## src/rtl/rc4_pkg.sv

```systemverilog
// rc4_pkg: shared types and helpers for the RC4 multi-core key scheduler.
// Provides the default key width, the scheduler state enum and the
// key-slice offset helper used to pack per-core keys into one bus.
package rc4_pkg;
  localparam int KEY_W_DEFAULT = 22;
  typedef enum logic [2:0] {IDLE, DISPATCH, RUN, SOLVED, EXHAUSTED} sched_state_t;
  function automatic int key_lsb(input int idx, input int w);
    return idx * w;
  endfunction
endpackage

```

## src/rtl/rr_arbiter.sv

```systemverilog
// rr_arbiter: round-robin arbiter granting at most one requester per cycle.
// Ports: clk, reset_n (async active-low); req[N] requests; advance lets the
// priority pointer move to grant+1; grant one-hot, grant_idx its index,
// any high when some request is granted.
module rr_arbiter #(
  parameter int N = 4,
  localparam int IW = N > 1 ? $clog2(N) : 1
) (
  input  logic          clk,
  input  logic          reset_n,
  input  logic [N-1:0]  req,
  input  logic          advance,
  output logic [N-1:0]  grant,
  output logic [IW-1:0] grant_idx,
  output logic          any
);
  logic [IW-1:0] ptr;
  // Scan from the farthest offset down so the request nearest the pointer wins.
  always_comb begin
    grant_idx = '0;
    any = 1'b0;
    for (int k = N - 1; k >= 0; k--)
      if (req[(int'(ptr) + k) % N]) begin
        grant_idx = IW'((int'(ptr) + k) % N);
        any = 1'b1;
      end
    grant = any ? N'(1) << grant_idx : '0;
  end
  always_ff @(posedge clk or negedge reset_n)
    if (!reset_n) ptr <= '0;
    else if (advance && any) ptr <= (int'(grant_idx) == N - 1) ? '0 : grant_idx + 1'b1;
endmodule

```

## src/rtl/rc4_key_scheduler.sv

```systemverilog
// rc4_key_scheduler: hands ascending candidate keys to NUM_CORES cracking cores,
// collects results round-robin, latches the first valid key and halts all cores.
// Ports: clk, reset_n (async active-low); start/abort pulses; core_done/core_valid
// from cores; core_start/core_ack pulses and packed core_key to cores; core_kill
// halts every core; busy/solved/exhausted status; found_key; keys_tried count.
module rc4_key_scheduler
  import rc4_pkg::*;
#(
  parameter int               NUM_CORES = 4,
  parameter int               KEY_W     = KEY_W_DEFAULT,
  parameter logic [KEY_W-1:0] KEY_MAX   = '1
) (
  input  logic                       clk,
  input  logic                       reset_n,
  input  logic                       start,
  input  logic                       abort,
  input  logic [NUM_CORES-1:0]       core_done,
  input  logic [NUM_CORES-1:0]       core_valid,
  output logic [NUM_CORES-1:0]       core_start,
  output logic [NUM_CORES-1:0]       core_ack,
  output logic [NUM_CORES*KEY_W-1:0] core_key,
  output logic                       core_kill,
  output logic                       busy,
  output logic                       solved,
  output logic                       exhausted,
  output logic [KEY_W-1:0]           found_key,
  output logic [KEY_W:0]             keys_tried
);
  localparam int IW = NUM_CORES > 1 ? $clog2(NUM_CORES) : 1;
  localparam logic [KEY_W:0] LAST = {1'b0, KEY_MAX};
  sched_state_t state, state_n;
  logic [KEY_W:0] next_key;
  logic [IW-1:0] idx, gidx;
  logic [NUM_CORES-1:0] busy_vec, req, grant;
  logic [KEY_W-1:0] keys [NUM_CORES];
  logic gany, adv, hit, keys_left, idle_st;
  assign busy = state == DISPATCH || state == RUN;
  assign idle_st = !busy;
  assign keys_left = next_key <= LAST;
  // A core being acked this cycle still holds core_done until it sees the ack,
  // so it is masked to avoid granting the same result twice.
  assign req = core_done & busy_vec & ~core_ack;
  assign adv = state == RUN && !abort;
  assign hit = |(core_valid & grant);
  rr_arbiter #(.N(NUM_CORES)) u_arb (
    .clk(clk), .reset_n(reset_n), .req(req), .advance(adv),
    .grant(grant), .grant_idx(gidx), .any(gany)
  );
  for (genvar i = 0; i < NUM_CORES; i++) begin : g_key
    assign core_key[key_lsb(i, KEY_W) +: KEY_W] = keys[i];
  end
  always_comb begin
    state_n = state;
    if (busy && abort) state_n = IDLE;
    else if (idle_st && start) state_n = DISPATCH;
    else if (state == DISPATCH && (int'(idx) == NUM_CORES - 1 || next_key == LAST)) state_n = RUN;
    else if (state == RUN && gany && hit) state_n = SOLVED;
    else if (state == RUN && busy_vec == '0 && !keys_left) state_n = EXHAUSTED;
  end
  always_ff @(posedge clk or negedge reset_n)
    if (!reset_n) state <= IDLE;
    else state <= state_n;
  always_ff @(posedge clk or negedge reset_n)
    if (!reset_n) begin
      core_start <= '0;
      core_ack <= '0;
      core_kill <= 1'b0;
      solved <= 1'b0;
      exhausted <= 1'b0;
      found_key <= '0;
      keys_tried <= '0;
      next_key <= '0;
      idx <= '0;
      busy_vec <= '0;
      for (int i = 0; i < NUM_CORES; i++) keys[i] <= '0;
    end else begin
      core_start <= '0;
      core_ack <= '0;
      core_kill <= 1'b0;
      if (busy && abort) begin
        core_kill <= 1'b1;
        busy_vec <= '0;
      end else if (idle_st && start) begin
        solved <= 1'b0;
        exhausted <= 1'b0;
        found_key <= '0;
        keys_tried <= '0;
        next_key <= '0;
        idx <= '0;
      end else if (state == DISPATCH) begin
        keys[idx] <= next_key[KEY_W-1:0];
        core_start[idx] <= 1'b1;
        busy_vec[idx] <= 1'b1;
        idx <= idx + 1'b1;
        next_key <= next_key + 1'b1;
      end else if (state == RUN && gany) begin
        core_ack <= grant;
        keys_tried <= keys_tried + 1'b1;
        if (hit) begin
          found_key <= keys[gidx];
          solved <= 1'b1;
          core_kill <= 1'b1;
          busy_vec <= '0;
        end else if (keys_left) begin
          keys[gidx] <= next_key[KEY_W-1:0];
          core_start[gidx] <= 1'b1;
          next_key <= next_key + 1'b1;
        end else busy_vec[gidx] <= 1'b0;
      end else if (state == RUN && busy_vec == '0 && !keys_left) exhausted <= 1'b1;
    end
endmodule

```

## config.mk

```make
export PLATFORM = sky130hd
export DESIGN_NAME = rc4_key_scheduler
export DESIGN_NICKNAME = d
export VERILOG_FILES = /design/src/rtl/rc4_pkg.sv /design/src/rtl/rr_arbiter.sv /design/src/rtl/rc4_key_scheduler.sv
export SDC_FILE = /design/constraint.sdc
export NUM_CORES = 1
export LEC_CHECK = 0
export ABC_AREA = 1
export CORE_ASPECT_RATIO = 0.7
export CORE_MARGIN = 4
export CORE_UTILIZATION = 46
export CTS_BUF_LIST = sky130_fd_sc_hd__clkbuf_4 sky130_fd_sc_hd__clkbuf_8
export CTS_CLUSTER_SIZE = 28
export DETAILED_ROUTE_END_ITERATION = 12
export GPL_ROUTABILITY_DRIVEN = 0
export PLACE_DENSITY = 0.74
export SLEW_MARGIN = 20
export SYNTH_ARGS = -nofsm -noshare
export SYNTH_HDL_FRONTEND = slang
export SYNTH_SLANG_ARGS = --single-unit
```

## constraint.sdc

```tcl
create_clock -name clk -period 4 [get_ports clk]
set_input_delay 0.8 -clock clk [delete_from_list [all_inputs] [get_ports clk]]
set_output_delay 0.8 -clock clk [all_outputs]
set_load 0.01 [all_outputs]
```

==> impl_metrics.ini <==
[pwr]
internal_power_uw = 4614
p_leak_uw = 0.005149
p_seq_share_pct = 28.7
p_comb_share_pct = 57.0
power.share.switching_pct = 51.38
clkPwrFrac_pct = 14.3
p_switching_uw = 4876
ir_worst_vdd_v = 0.0005049
power.density_nw_per_um2 = 812.2

[critical_path]
timing.critical_path.fanout_max = 43
worstPathCellList = ha_1, inv_1, nor2_1, nand2_1, nor2_1, nand3_1, nand2_1, a21o_4, nand3_4, nand2_1, nand2_1
cp.arrival_ns = 3.56
critPathBufInv = 1
cp-start-kind = flip-flop
cp_common_cell = nand2_1
crit_family = simple AND/OR/NAND/NOR gates
critical_path_class = reg2reg
required_ns = 4.36
worstSetupEndpointType = flip-flop
slowest_delay_ns = 0.58
crit_slowest_cell = dfrtp_1

[clock_tree]
tritoncts = yes
clock_path_buffers = 2
worstSkewPairLatency_ns = 0.48
cts_sinks = 178
htreeDepth = 4
cts_setup_buffers = 0
clk_pin_slew_ns = 0.10
cts-buffers-inserted = 17
ctsResizeCount = 0
ctsRootBufferMaster = clkbuf_8
ctsHoldBuffers = 0

[synth]
syn_nets = 1225
netlist_top_cells_area = dfrtp_1 (46%), nand2_1 (14%), nand4_1 (7.0%), nand3_1 (4.0%), buf_2 (2.6%)
synth_area_leader_cell = dfrtp_1
yosysMostFrequentCell = nand2_1
ys_async_sr_fraction_pct = 100.0
avgSynthCellArea_sq_um = 8.000
synth_area_sq_um = 9648
yosysUniqueCellTypes = 42
synthFlopType = dfrtp_1
synth_common_cells = nand2_1 (362), dfrtp_1 (178), nand4_1 (108), nand3_1 (78), nor2_1 (62)
synth_seq_cells = 178
seq_area_frac_synth_pct = 46.17
synth_cells = 1206
yosysWarnings = 0
synth_edf_count = 0
netlist.area_leader.share_pct = 46.17

[run]
maxCapViolations = 0

[sta]
max-slew-margin-rel_pct = 60.23
hold_ws_ns = 0.3019
fmax_mhz = 313.1
skew_ns = 0.01756
max_slew.worst_pin.slew_ns = 0.5921
setup_viol = 0
fin_crit_sh_pct = 79.86
hold_viol_final = 0
slew_violations = 0
period_minus_slack_ns = 3.194
rsz0062_at_grt = false
finalSetupTns_ns = 0

[grt]
grt_pass1_wl_microns = 46060
grt_max_degree = 85
grt_pass1_vias = 8302
grt-ovfl-total = 0
antenna_found_initial = 0
grtUsageTotal_pct = 24.19

[drt]
post-route-drc-count = 0
final_antenna_net_count = 0
wirelength_microns = 28350
drtPass1Iterations = 5
via_count = 9153
drtIter0Drc = 1050
wl_per_cell_microns = 17.68
vias_per_cell = 5.706

[outcome]
status = finished, final reports clean

[die]
pin_count = 157
dieHeight_microns = 129.2
fp.dieW_microns = 181.1
core_sq_um = 20640
die_area_sq_um = 23390
rows = 44
initial_core_util_pct = 46.73

[cells_and_area]
post_route_cells_drive_above_1_share_pct = 8.358
fillCellCount = 1851
diodes = 0
nets = 1334
syn_to_final_growth_pct = 21.10

[place]
io_buffers = 156
hpwl_microns = 19840

[min_path]
min_path_type = in2async
## cells by family after synthesis
logic type / share of synthesized area, %
buffers and inverters: 8.170
xor gates and xnor gates: 2.723
AOI/OAI and AO/OA: 8.689
and+or+nand+nor: 33.34
adders and majority gates: 0.9078
DFF: 46.17
## routing by layer
metal	vias up	part of all wire, %	GRT usage, %
li1	4299	-	-
met1	4386	46	36.75
met2	449	44	35.74
met3	19	9.1	5.275
met4	0	0.88	5.249
met5	-	0	0
## flip-flops by register name (all words and copies together) (netlist names), 2 cells and up
| signal | count |
|---|---|
| u_arb.ptr | 2 |
| core_start | 4 |
| idx | 2 |
| core_key | 88 |
| found_key | 22 |
| state | 3 |
| next_key | 23 |
| keys_tried | 23 |
| core_ack | 4 |
| busy_vec | 4 |
## cells in the final DEF (no fill, tap or decap), types with 3 or more instances in the layout
cell type        netlist  routed
buf_4                 11      22
nand3_1               78      77
a21oi_1               21      21
nor2_1                62      62
nand4_1              108     108
o211ai_1              22      22
inv_8                  0       3
dfrtp_1              178     178
inv_2                  7       7
nor4_1                 7       7
xor2_1                24      24
o21ai_0               42      42
clkinv_2               1       3
bufinv_16              0       3
nand2_1              362     362
buf_12                 0       3
clkbuf_8               0      17
o21ai_1               43      43
inv_6                  0       5
or2_2                 14      14
nand3_2                2       3
o31ai_1               14      14
xnor2_1                6       6
clkdlybuf4s50_1        0     155
inv_1                 59      59
nor3_1                21      21
nand4_2                3       3
ha_1                   7       7
nand3_4                3       3
nand2_2                8       8
nor2_2                 5       5
## power groups by stage
stage	registers (uW)	logic, uW	clock network (uW)
final	2720	5410	1360
after global routing	2760	5880	1460
after detailed placement	2740	5300	0
after floorplan	2720	3520	0
after CTS	2710	5330	1380
after global placement	2740	5200	0
## area by class of cell
type / instances / area, sq um / area share, %
flip-flops and latches: 178 / 4454 / 38.12
multi-input cells: 869 / 4410 / 37.75
repair buffers: 181 / 1788 / 15.30
well taps: 276 / 345.3 / 2.956
inverters: 68 / 259.0 / 2.217
clock buffers: 17 / 234.0 / 2.003
clock inverters: 15 / 192.7 / 1.649
## metrics by stage
step / util (%) / total power [uW] / cell area (sq um) / instances / setup slack, ns
2_1_floorplan: - / 6242 / 9648 / 1206 / 1.040
3_3_place_gp: 54.53 / 7935 / 11260 / 1572 / 0.4970
3_5_place_dp: 54.53 / 8037 / 11260 / 1572 / 0.4400
4_1_cts: 56.59 / 9412 / 11680 / 1604 / 0.8719
5_1_grt: 56.59 / 10100 / 11680 / 1604 / 0.6126
6_report: 56.59 / 9489 / 11680 / 1604 / 0.8057
## path summary, 6_finish.rpt
kind / start / end / slack, ns / depth (start not counted)
worst max-delay path: next_key[0] / core_key[18] / 0.81 / 11
worst min-delay path: reset_n / core_start[3] / 0.30 / 1
worst max register to register: next_key[0] / core_key[18] / 0.81 / 11
worst min register to register: found_key[14] / found_key[14] / 0.50 / 2
max in group asynchronous: reset_n / next_key[8] / 2.80 / 2
min in group clk: found_key[14] / found_key[14] / 0.50 / 2
No activity file was read; power rests on OpenSTA's default activity.
